==> src/rtl/fifo_route_rx_if.sv <==
// Purpose: source-FIFO read port plus the two client-FIFO write ports
//          used by the packet router.
// Signals: fifo_rdempty/fifo_rden/fifo_rddata  - source FIFO read side
//          c1_wrfull/c1_wren/c1_wrdata         - client 1 write side
//          c2_wrfull/c2_wren/c2_wrdata         - client 2 write side
// Modports: master = router side, slave = FIFO/environment side.
interface fifo_route_rx_if #(
    parameter int unsigned DWIDTH = 8
);
    logic              fifo_rdempty;
    logic              fifo_rden;
    logic [DWIDTH-1:0] fifo_rddata;
    logic              c1_wrfull;
    logic              c1_wren;
    logic [DWIDTH-1:0] c1_wrdata;
    logic              c2_wrfull;
    logic              c2_wren;
    logic [DWIDTH-1:0] c2_wrdata;

    modport master (
        input  fifo_rdempty, fifo_rddata, c1_wrfull, c2_wrfull,
        output fifo_rden, c1_wren, c1_wrdata, c2_wren, c2_wrdata
    );

    modport slave (
        output fifo_rdempty, fifo_rddata, c1_wrfull, c2_wrfull,
        input  fifo_rden, c1_wren, c1_wrdata, c2_wren, c2_wrdata
    );
endinterface

==> src/rtl/fifo_route_rx.sv <==
// Purpose: reads header-prefixed packets from a source FIFO and copies each
//          packet (header + payload) into one of two client FIFOs. The header
//          selects the client (SELMASK) and a 3-bit payload count code
//          (CNTMASK); reserved codes give a header-only packet and an err pulse.
// Ports:   CLK    - clock, rising edge
//          RESET  - synchronous active-high reset
//          bus    - source read / client write ports (master modport)
//          busy   - high while a packet is in progress
//          err    - one-cycle pulse on a reserved count code
module fifo_route_rx #(
    parameter int unsigned       DWIDTH  = 8,
    parameter logic [DWIDTH-1:0] SELMASK = DWIDTH'(8'h80),
    parameter logic [DWIDTH-1:0] CNTMASK = DWIDTH'(8'h70)
) (
    input  logic                   CLK,
    input  logic                   RESET,
    fifo_route_rx_if.master        bus,
    output logic                   busy,
    output logic                   err
);

    // Index of the lowest set bit of the count-code field.
    function automatic int low_bit(input logic [DWIDTH-1:0] m);
        int r;
        r = 0;
        for (int i = int'(DWIDTH) - 1; i >= 0; i--) begin
            if (m[i]) r = i;
        end
        return r;
    endfunction

    localparam int          CSHIFT = low_bit(CNTMASK);
    localparam int unsigned RW     = 4;

    typedef enum logic [2:0] {
        IDLE = 3'd0,
        HDR  = 3'd1,
        HWR  = 3'd2,
        PRD  = 3'd3,
        PWR  = 3'd4
    } state_e;

    state_e            state_q;
    logic [DWIDTH-1:0] hdr_q;
    logic              dst_c2_q;    // 0 = client 1, 1 = client 2
    logic [RW-1:0]     rem_q;

    logic [2:0]        code_c;
    logic [RW-1:0]     rem_dec_c;
    logic              bad_code_c;
    logic              sel_c1_c;
    logic              dst_full_c;
    logic              rden_c;
    logic              wren_c;
    logic [DWIDTH-1:0] wdata_c;

    // Header field extraction.
    assign code_c     = 3'(bus.fifo_rddata >> CSHIFT);
    assign sel_c1_c   = (bus.fifo_rddata & SELMASK) == SELMASK;
    assign dst_full_c = dst_c2_q ? bus.c2_wrfull : bus.c1_wrfull;

    // Count code to payload length; codes 5-7 are reserved.
    always_comb begin
        rem_dec_c  = '0;
        bad_code_c = 1'b0;
        case (code_c)
            3'd0:    rem_dec_c = RW'(0);
            3'd1:    rem_dec_c = RW'(1);
            3'd2:    rem_dec_c = RW'(2);
            3'd3:    rem_dec_c = RW'(4);
            3'd4:    rem_dec_c = RW'(8);
            default: bad_code_c = 1'b1;
        endcase
    end

    // Read/write strobes and write data; everything is forced low in reset.
    always_comb begin
        rden_c  = 1'b0;
        wren_c  = 1'b0;
        wdata_c = '0;
        if (!RESET) begin
            case (state_q)
                IDLE: rden_c = ~bus.fifo_rdempty;
                HWR: begin
                    wren_c  = ~dst_full_c;
                    wdata_c = hdr_q;
                end
                // Only read a payload word when its write is guaranteed room.
                PRD:  rden_c = ~bus.fifo_rdempty & ~dst_full_c;
                PWR: begin
                    wren_c  = 1'b1;
                    wdata_c = bus.fifo_rddata;
                end
                default: ;
            endcase
        end
    end

    assign bus.fifo_rden = rden_c;
    assign bus.c1_wren   = wren_c & ~dst_c2_q;
    assign bus.c2_wren   = wren_c &  dst_c2_q;
    assign bus.c1_wrdata = wdata_c;
    assign bus.c2_wrdata = wdata_c;
    assign busy          = ~RESET & (state_q != IDLE);
    assign err           = ~RESET & (state_q == HDR) & bad_code_c;

    // Packet sequencing FSM.
    always_ff @(posedge CLK) begin
        if (RESET) begin
            state_q  <= IDLE;
            rem_q    <= '0;
            hdr_q    <= '0;
            dst_c2_q <= 1'b0;
        end else begin
            case (state_q)
                IDLE: if (rden_c) state_q <= HDR;
                HDR: begin
                    hdr_q    <= bus.fifo_rddata;
                    dst_c2_q <= ~sel_c1_c;
                    rem_q    <= rem_dec_c;
                    state_q  <= HWR;
                end
                HWR: begin
                    if (!dst_full_c) begin
                        state_q <= (rem_q == '0) ? IDLE : PRD;
                    end
                end
                PRD: if (rden_c) state_q <= PWR;
                PWR: begin
                    rem_q   <= rem_q - RW'(1);
                    state_q <= (rem_q == RW'(1)) ? IDLE : PRD;
                end
                default: state_q <= IDLE;
            endcase
        end
    end

endmodule

==> src/flat_wrapper.sv <==
// flat-port wrapper written by rule: the top's interface ports become plain ports
module fifo_route_rx_flat 
#(
    parameter int unsigned       DWIDTH  = 8,
    parameter logic [DWIDTH-1:0] SELMASK = DWIDTH'(8'h80),
    parameter logic [DWIDTH-1:0] CNTMASK = DWIDTH'(8'h70)
)
  (CLK, RESET, busy, err, bus_fifo_rdempty, bus_fifo_rddata, bus_c1_wrfull, bus_c2_wrfull, bus_fifo_rden, bus_c1_wren, bus_c1_wrdata, bus_c2_wren, bus_c2_wrdata);
  fifo_route_rx_if #(.DWIDTH(DWIDTH)) bus_i ();
  input  logic CLK;
  input  logic RESET;
  output logic busy;
  output logic err;
  input wire logic [$bits(bus_i.fifo_rdempty)-1:0] bus_fifo_rdempty;
  input wire logic [$bits(bus_i.fifo_rddata)-1:0] bus_fifo_rddata;
  input wire logic [$bits(bus_i.c1_wrfull)-1:0] bus_c1_wrfull;
  input wire logic [$bits(bus_i.c2_wrfull)-1:0] bus_c2_wrfull;
  output wire logic [$bits(bus_i.fifo_rden)-1:0] bus_fifo_rden;
  output wire logic [$bits(bus_i.c1_wren)-1:0] bus_c1_wren;
  output wire logic [$bits(bus_i.c1_wrdata)-1:0] bus_c1_wrdata;
  output wire logic [$bits(bus_i.c2_wren)-1:0] bus_c2_wren;
  output wire logic [$bits(bus_i.c2_wrdata)-1:0] bus_c2_wrdata;
  assign bus_i.fifo_rdempty = bus_fifo_rdempty;
  assign bus_i.fifo_rddata = bus_fifo_rddata;
  assign bus_i.c1_wrfull = bus_c1_wrfull;
  assign bus_i.c2_wrfull = bus_c2_wrfull;
  assign bus_fifo_rden = bus_i.fifo_rden;
  assign bus_c1_wren = bus_i.c1_wren;
  assign bus_c1_wrdata = bus_i.c1_wrdata;
  assign bus_c2_wren = bus_i.c2_wren;
  assign bus_c2_wrdata = bus_i.c2_wrdata;
  fifo_route_rx #(.DWIDTH(DWIDTH), .SELMASK(SELMASK), .CNTMASK(CNTMASK)) u_core (.CLK(CLK), .RESET(RESET), .bus(bus_i), .busy(busy), .err(err));
endmodule
==> config.mk <==
export PLATFORM = sky130hd
export DESIGN_NAME = fifo_route_rx_flat
export DESIGN_NICKNAME = d
export VERILOG_FILES = /design/src/rtl/fifo_route_rx_if.sv /design/src/rtl/fifo_route_rx.sv /design/src/flat_wrapper.sv
export SDC_FILE = /design/constraint.sdc
export NUM_CORES = 1
export LEC_CHECK = 0
export ABC_CLOCK_PERIOD_IN_PS = 1300
export BUFFER_PORTS_ARGS = -buffer_cell sky130_fd_sc_hd__buf_4
export CORE_MARGIN = 2
export CORE_UTILIZATION = 44
export DETAILED_ROUTE_END_ITERATION = 6
export PLACE_DENSITY_LB_ADDON = 0.1
export SETUP_SLACK_MARGIN = 0.5
export SYNTH_ARGS = -nofsm -noshare
export SYNTH_HDL_FRONTEND = slang
export SYNTH_SLANG_ARGS = --single-unit
export TNS_END_PERCENT = 1
==> constraint.sdc <==
create_clock -name CLK -period 1.3 [get_ports CLK]
set_input_delay 0.065 -clock CLK [delete_from_list [all_inputs] [get_ports CLK]]
set_output_delay 0.065 -clock CLK [all_outputs]
set_load 0.01 [all_outputs]
==> flow_results.org, run 1 <==
** Critical path
- The critical path goes through buf_4 -> or3b_4 -> or4_1 -> a21oi_1.
- Broken down by cell family, the worst path's largest delay share belongs to simple AND/OR/NAND/NOR gates.
- The number of buffers and inverters on the critical path is 1.
- Crit start category :: flop
- The worst register-to-register path has a setup slack of -220 ps.
- Critical path required time :: 1520 ps
- STA classifies the critical path endpoint as a flop.
- On the worst path, the slowest cell contributes a delay of 430 ps.
- Critical path fanouts, max :: 4
- Worst path slowest cell :: or3b_4
- Data on the critical path arrives at its endpoint at 1740 ps.
- The critical path in this run is classified as reg -> reg.

** Clock network
- The tree is rooted in a clkbuf_4.
- Buffers inserted during clock tree synthesis total 3.
- The longest clock path from root to sink contains 2 buffers.
- For this design, the sink count on the clock tree is 16.
- CTS built an H-tree with a depth of 1.
- Clock latency on the worst-skew pair, taken at its later pin, is 280 ps.
- TritonCTS built the clock tree.
- Worst-path clk slew :: 100 ps

** Drt
- DRT Wirelength :: 3130 um
- Average wire length per cell after detail routing :: 14.3 um
- The count of nets left with antenna violations once routing finished came out at 0.
- After detailed routing, the number of remaining DRC violations is 0.
- Using the TritonRoute via totals, the vias-per-cell ratio works out to 5.50.
- Number of iterations in the first detailed-routing pass :: 4
- The detailed router finished its first iteration with 34 violations.
- Via count :: 1199

** Place
- Detailed placement ended at an HPWL of 2060 um.
- Final Wtd Congestion :: 0.869
- The count of buffers added on input and output ports is 33.

** Power and ir drop
- Clock share of power :: 14.7%
- Cell Int Power :: 1.39 mW
- Power density of the placed cells :: 1340 nW/um^2
- In this run switching power makes up 37.6% of total power.
- Summed over all nets, the switching power comes to 0.840 mW.
- Static leakage power :: 0.672 nW
- Sequential cells account for 30.1% of the total power.
- Of the total power, combinational logic draws 55.2%.
- VDD sags by at most 927 uV.

** Cells and area
- The net count of the finished layout is 207.
- The area growth from synthesis to layout is 60.3%.
- Filler cell count :: 167
- For this run, the share of the core covered by cells in the final layout is 74.6%.
- Share of layout cells above drive strength 1 :: 52.6%
- Count of inserted antenna diode cells :: 0

** Yosys
- Top cells by instance count after synthesis :: nand2_1, nor2_1, a21oi_1, dfxtp_1, buf_4
- The share of synthesized area in the top cell type comes to 30.8%.
- Synthesis produced a netlist with a net count of 159.
- For this run, the number of Yosys warnings is 0.
- Seq cells post-synth :: 16
- Mean area per synthesized cell :: 7.27 um^2
- The synthesized netlist occupies a cell area of 1040 um^2.
- Async SR Flop Fraction :: 0%
- In the post-synthesis netlist, the cell with the most instances is nand2_1.
- The most used flip-flop cell after synthesis is dfxtp_1.
- Counting every instance in the synthesized netlist gives 143.
- After synthesis, the netlist uses 35 different library cells.
- Sequential share of the synthesized area :: 30.8%
- Number of enable flip-flop cells after synthesis :: 0
- Summed over all instances, the cell type with the most area after synthesis is dfxtp_1.
- Sorting the synthesized cells by area gives the leading types as dfxtp_1, a21oi_1, nand2_1.

** Timing
- Once routing completed, OpenROAD measured the worst setup slack at -221 ps.
- The final hold violation count is 0.
- Setup repair after global routing missed its margin :: true
- Number of slew-limit violations in the final report :: 0
- Max Freq :: 657 MHz
- Final critical-path share of the clock period :: 117%
- Setup violation total in the final timing report :: 28
- Max-slew headroom :: 76.1%
- The clock arrives with 3.92 ps of skew.
- Counting I/O delays and the setup requirement, the final critical path takes 1520 ps.
- Tightest hold margin :: 36.7 ps
- For the pin with the worst max-slew slack, the measured transition is 350 ps.

** Floorplan
- The floorplan step defined a die boundary enclosing 2770 um^2.
- Die span in x :: 52.6 um
- The floorplan step set the die height to 52.6 um.
- In this run the core area contains 17 standard-cell rows.
- Initial standard-cell utilization of the core :: 46.6%
- I/O pin count :: 34
- After floorplanning, the core was sized to cover 2230 um^2.

** GRT
- Total global routing track utilization :: 23.9%
- Number of antenna violations at the first check in global routing :: 0
- Vias in the first global route :: 1127
- Global route total overflow :: 0
- Largest net degree at the start of global routing :: 17
- Wire length of the first global-routing pass :: 4970 um

** Hold path
- In this run the worst hold path is classified as in -> reg.

** Status
- The flow ran to the end, but the final reports show violations.
- Violated checks :: negative setup slack

** Job
- Across the run, the number of max-cap violations was 0.
[final cells by class]
class,count,area (um^2),share of cell area [%]
multi-input combinational,104,731,43.8
inverter,5,18.8,1.13
clock buffer,4,36.3,2.18
tap,28,35.0,2.10
timing repair buffer,61,515,30.9
sequential,16,330,19.8
[cell families after synthesis]
family	synth area share [%]
AOI/OAI and AO/OA	22.6
buffers and inverters	12.0
DFF	30.8
adders and majority gates	3.61
xor gates and xnor gates	0.843
and+or+nand+nor	29.1
muxes	0.963
[flip-flops by register name (all words and copies together), names as in the netlist]
register / cells
u_core.rem_q: 4
u_core.state_q: 3
u_core.dst_c2_q: 1
u_core.hdr_q: 8
[path summary, 6_finish.rpt]
check | from | endpoint | cells past startpoint
min | bus_fifo_rddata[0] | u_core.hdr_q[0] | 3
min reg2reg | u_core.hdr_q[0] | u_core.hdr_q[0] | 2
max reg2reg | u_core.state_q[2] | u_core.rem_q[1] | 4
max | u_core.state_q[2] | u_core.rem_q[1] | 4
[metal layers]
layer | GRT usage (%) | share of wire (%)
met1 | 30.0 | 44
met4 | 3.42 | 0.38
met3 | 3.43 | 4.4
met5 | 0 | 0
met2 | 43.5 | 51
[worst min-delay path: stages]
cell,delay [ps]
buf_4,110
nand2_1,50
a21oi_1,50
[layout by cell type (no fill, tap or decap), drive strengths merged, types with 3 or more instances in the layout]
cell type and count:
nor3b 3, inv 5, nand3 3, nor2 19
buf 60, ha 3, nor3 5, a21oi 16
a22oi 8, o21ai 3, clkbuf 4, dfxtp 16
nand2 21
[power by group through the flow]
stage	Combinational (mW)	Sequential, mW	Clock (mW)
CTS	1.16	0.663	0.334
finish	1.23	0.672	0.329
floorplan	0.563	0.651	0
detailed placement	0.920	0.661	0
global placement	0.906	0.655	0
global route	1.32	0.683	0.361
[repair_timing]
item / in CTS / in global routing
setup endpoints to repair: 37 / 37
hold buffers: 1 / 0
pin swaps: 11 / 3
resized for setup: 30 / 8
endpoints found under the hold margin: 1 / 0
gates cloned: 1 / 0
buffers inserted: 8 / 0
[metrics by stage]
| stage | cells | setup TNS, ps | power, mW | worst slack, ps | instance area (um^2) |
|---|---|---|---|---|---|
| 3_5_place_dp | 204 | -222 | 1.58 | -63.6 | 1390 |
| 3_3_place_gp | 204 | -70.8 | 1.56 | -35.3 | 1390 |
| 5_1_grt | 218 | -6240 | 2.36 | -279 | 1670 |
| 2_1_floorplan | 143 | 0 | 1.21 | 10.3 | 1080 |
| 6_report | 218 | -4310 | 2.23 | -221 | 1670 |
| 4_1_cts | 218 | -4040 | 2.16 | -194 | 1630 |
(Power assumes the default switching activity.)
==> run 2: changes to the inputs <==
- ABC_AREA: default -> 1
- CORE_UTILIZATION: 44 -> 35
==> run 2 against run 1 <==
- setup slack improved by 15 ps
- hold slack better by 0.75 ps
- cell area down 12%
- die area up 26%
- sequential share of layout area is 2.2 points higher
- critical endpoint is now bus_c1_wren
- sequential cell count is the same
- clock power is 3% higher
- the run still ends with negative setup slack left
- synthesized cell count rose by 15%
- via count decreased by 11%
- total power fell by 0.74%
==> flow_results.org, run 2 <==
** Timing
- Setup violation total in the final timing report :: 20
- After routing, the total negative slack on setup checks comes to -3430 ps.
- Max-slew headroom :: 79.9%
- For the pin with the worst max-slew slack, the measured transition is 301 ps.
- In the finished design, the share of the clock period the worst path needs comes to 116%.
- Worst setup margin :: -206 ps
- Derived from the worst setup path, the maximum achievable clock frequency is 664 MHz.
- Number of slew-limit violations in the final report :: 0
- Count of endpoints failing hold in the final timing report :: 0
- The tightest hold path in the finished design has a slack of 37.5 ps.
- Setup repair after global routing could not meet its margin everywhere.
- Worst Clk Skew :: 1.31 ps
- Final critical-path required period :: 1510 ps

** Clock network
- Clock buffer count from CTS :: 3
- Clock tree from TritonCTS :: yes
- Worst-path clk slew :: 100 ps
- Clock Latency Late Sink :: 290 ps
- CTS built an H-tree with a depth of 1.
- Sink Count :: 16
- In this run the deepest clock path goes through 2 buffers.
- The tree is rooted in a clkbuf_4.
- After clock tree synthesis, the flow added hold-fix buffers numbering 0.

** GRT
- M2 GR Usage :: 26.8%
- met2 is the most crowded layer.
- Vias in the first global route :: 941
- Global route total overflow :: 0
- The first global-routing pass estimated 4240 um of wire.
- Total global routing track utilization :: 16.0%
- Global routing used 1.97% of the available met3 tracks.
- Entering global routing, the biggest net connects 13 pins.
- In the global route stage, met1 resource usage came out at 21.1%.
- The number of antenna violations at the first check in global routing was 0.

** Yosys
- Post-Synthesis Cell Area :: 1060 um^2
- Post-synth top area cell :: dfxtp_1
- Number of library cell types mapped by synthesis :: 21
- Number of nets in the synthesized netlist :: 180
- Counting flops with a built-in enable in the synthesized netlist gives 0.
- Seq cells post-synth :: 16
- Area contributors post-synth :: dfxtp_1, nand2_1, a21oi_1
- After technology mapping, the gate count stands at 164.
- Area share of the largest cell type after synthesis :: 30.1%
- Summing the sequential cell areas from Yosys gives 30.1% of the chip area.
- Yosys instantiated no cell more often than nand2_1.
- Yosys warning count :: 0
- Top cells by instance count after synthesis :: nand2_1, a21oi_1, dfxtp_1
- Dividing the synthesized area by the synthesized cell count gives 6.48 um^2.
- Async SR Flop Fraction :: 0%
- Most used DFF post-synth :: dfxtp_1

** Cells and area
- Commonest non-fill, non-tap cells in the layout :: nand2_1, buf_4, nor2_1
- Relative to the synthesized area, the layout overhead comes to 38.2%.
- Share of layout cells above drive strength 1 :: 40.6%
- The register with the most flip-flops in the layout has 8 of them.
- At the end of the flow, the number of nets in the layout was 209.
- Excluding fillers, the count of instances in the completed layout stands at 225.
- Count of inserted antenna diode cells :: 0
- The largest registers in the layout are u_core.hdr_q x8, u_core.rem_q x4, u_core.state_q x3.
- Counting the fill cells in the layout gives 301.
- Ranked by flip-flop count, first place goes to u_core.hdr_q.
- Area taken by multi-input logic gates :: 712 um^2
- Summing all flip-flop and latch instances after layout gives 324 um^2.
- Most common cell after layout, fill and taps aside :: nand2_1

** Critical path
- Type of the worst setup path :: reg -> out
- For this design, the slowest cell found on the critical path is dfxtp_2.
- Arrival time worst endpoint :: 1440 ps
- Crit start category :: flop
- The signal on the critical path passes through nor3_2 -> buf_6 -> nand3_1 -> nand2_1 -> nand2_1 -> nor2_1 -> buf_4.
- Critical Path Max Stage Delay :: 370 ps
- Of all nets on the critical path, the largest fanout is 11.
- Crit. End Element :: output port
- Critical path required time :: 1240 ps
- Top cell by count, worst path :: nand2_1

** Status
- Outcome :: finished with violations
- Violated checks :: negative setup slack

** Drt
- For this run, the detailed router's first-pass iteration total came to 4.
- Via count :: 1067
- The routed design has 2670 um of wire.
- Via count normalized by instance count :: 4.74
- The count of nets left with antenna violations once routing finished came out at 0.
- After detailed routing, the average wire length per cell comes to 11.9 um.
- Remaining design rule violation count :: 0
- DRT iter0 DRCs :: 35

** Floorplan
- The die covers 3500 um^2.
- Placeable core region :: 2980 um^2
- I/O pin count :: 34
- The initial utilization of the core area, before any placement, comes to 35.7%.
- After floorplanning, the core was divided into 20 placement rows.
- Die H :: 59.1 um
- Die span in x :: 59.1 um

** Power and ir drop
- Cell Int Power :: 1.25 mW
- The worst-case IR drop observed on VDD is 910 uV.
- Static leakage power :: 0.680 nW
- Switching power as a share of total power :: 43.7%
- Portion of total power attributed to combinational logic :: 51.7%
- Sequential cells account for 32.9% of the total power.
- Power density of the placed cells :: 1510 nW/um^2
- Switching power of the nets :: 0.970 mW
- Clock share of power :: 15.3%

** Place
- Post-DP HPWL :: 2030 um
- Final Wtd Congestion :: 0.782
- Port bufs :: 33
- Cell count after placement :: 221

** Job
- The tool flagged a number of max-cap violations equal to 0.

** Hold path
- HP Class :: in -> reg
[run 2: cell count changes after synthesis, sizes merged, moves of 4 or more]
cell,before,now
nand2,21,56
nor3,5,1
inv,5,18
nand3,3,11
a22oi,8,0
[run 2: path summary, 6_finish.rpt]
check / start / to / slack [ps] / depth (start not counted)
setup / recovery: u_core.state_q[0] / bus_c1_wren / -210 / 7
hold / removal: RESET / u_core.hdr_q[4] / 40 / 2
setup reg to reg: u_core.state_q[1] / u_core.state_q[1] / 130 / 7
hold reg to reg: u_core.hdr_q[5] / u_core.hdr_q[5] / 470 / 2
[run 2: cell type report]
type                    instances  area share, %
multi-input cells             117           48.4
flip-flops and latches         16           22.0
repair buffers                 37           19.1
inverters                      18           5.11
well taps                      33           2.81
clock buffers                   4           2.47
[run 2: per-layer routing]
layer | part of all wire [%] | up-vias
li1 | - | 566
met1 | 45 | 472
met2 | 50 | 27
met3 | 4.4 | 2
met4 | 0.71 | 0
met5 | 0 | -
[run 2: kinds of logic (layout without fill, tap and decap cells)]
| family | Yosys count | count (layout) | synth area share [%] |
|---|---|---|---|
| simple gates | 86 | 86 | 36.0 |
| buf+inv | 31 | 59 | 15.9 |
| compound gates | 27 | 27 | 13.6 |
| flops | 16 | 16 | 30.1 |
| fa+ha+maj | 3 | 3 | 3.53 |
| xor+xnor | 1 | 1 | 0.824 |
[run 2: critical path, delay by kind of cell, from the launching register on]
kind / cells / cell delay [ps]
and+or+nand+nor: 5 / 490
DFF: 1 / 370
buffers and inverters: 2 / 300
[run 2: stage by stage]
stage | power (mW) | setup slack [ps] | utilization, % | area (um^2)
floorplan | 1.60 | 132 | - | 1240
global placement | 1.86 | 67.2 | 47.7 | 1420
detailed placement | 1.88 | 56.7 | 47.7 | 1420
CTS | 2.25 | -223 | 49.4 | 1470
global route | 2.41 | -328 | 49.4 | 1470
finish | 2.22 | -206 | 49.4 | 1470
[run 2: power by group through the flow]
| stage | Combinational [mW] | Sequential [mW] | Clock (mW) |
|---|---|---|---|
| 4_1_cts | 1.16 | 0.728 | 0.362 |
| 3_3_place_gp | 1.13 | 0.732 | 0 |
| 2_1_floorplan | 0.878 | 0.721 | 0 |
| 5_1_grt | 1.29 | 0.746 | 0.378 |
| 3_5_place_dp | 1.14 | 0.738 | 0 |
| 6_report | 1.15 | 0.730 | 0.340 |
[run 2: timing repair]
action | 4_1_cts | 5_1_grt
endpoints found under the setup margin | 37 | 37
resized for setup | 7 | 1
buffers inserted | 0 | 0
hold endpoints to repair | 0 | 0
pin swaps | 1 | 0
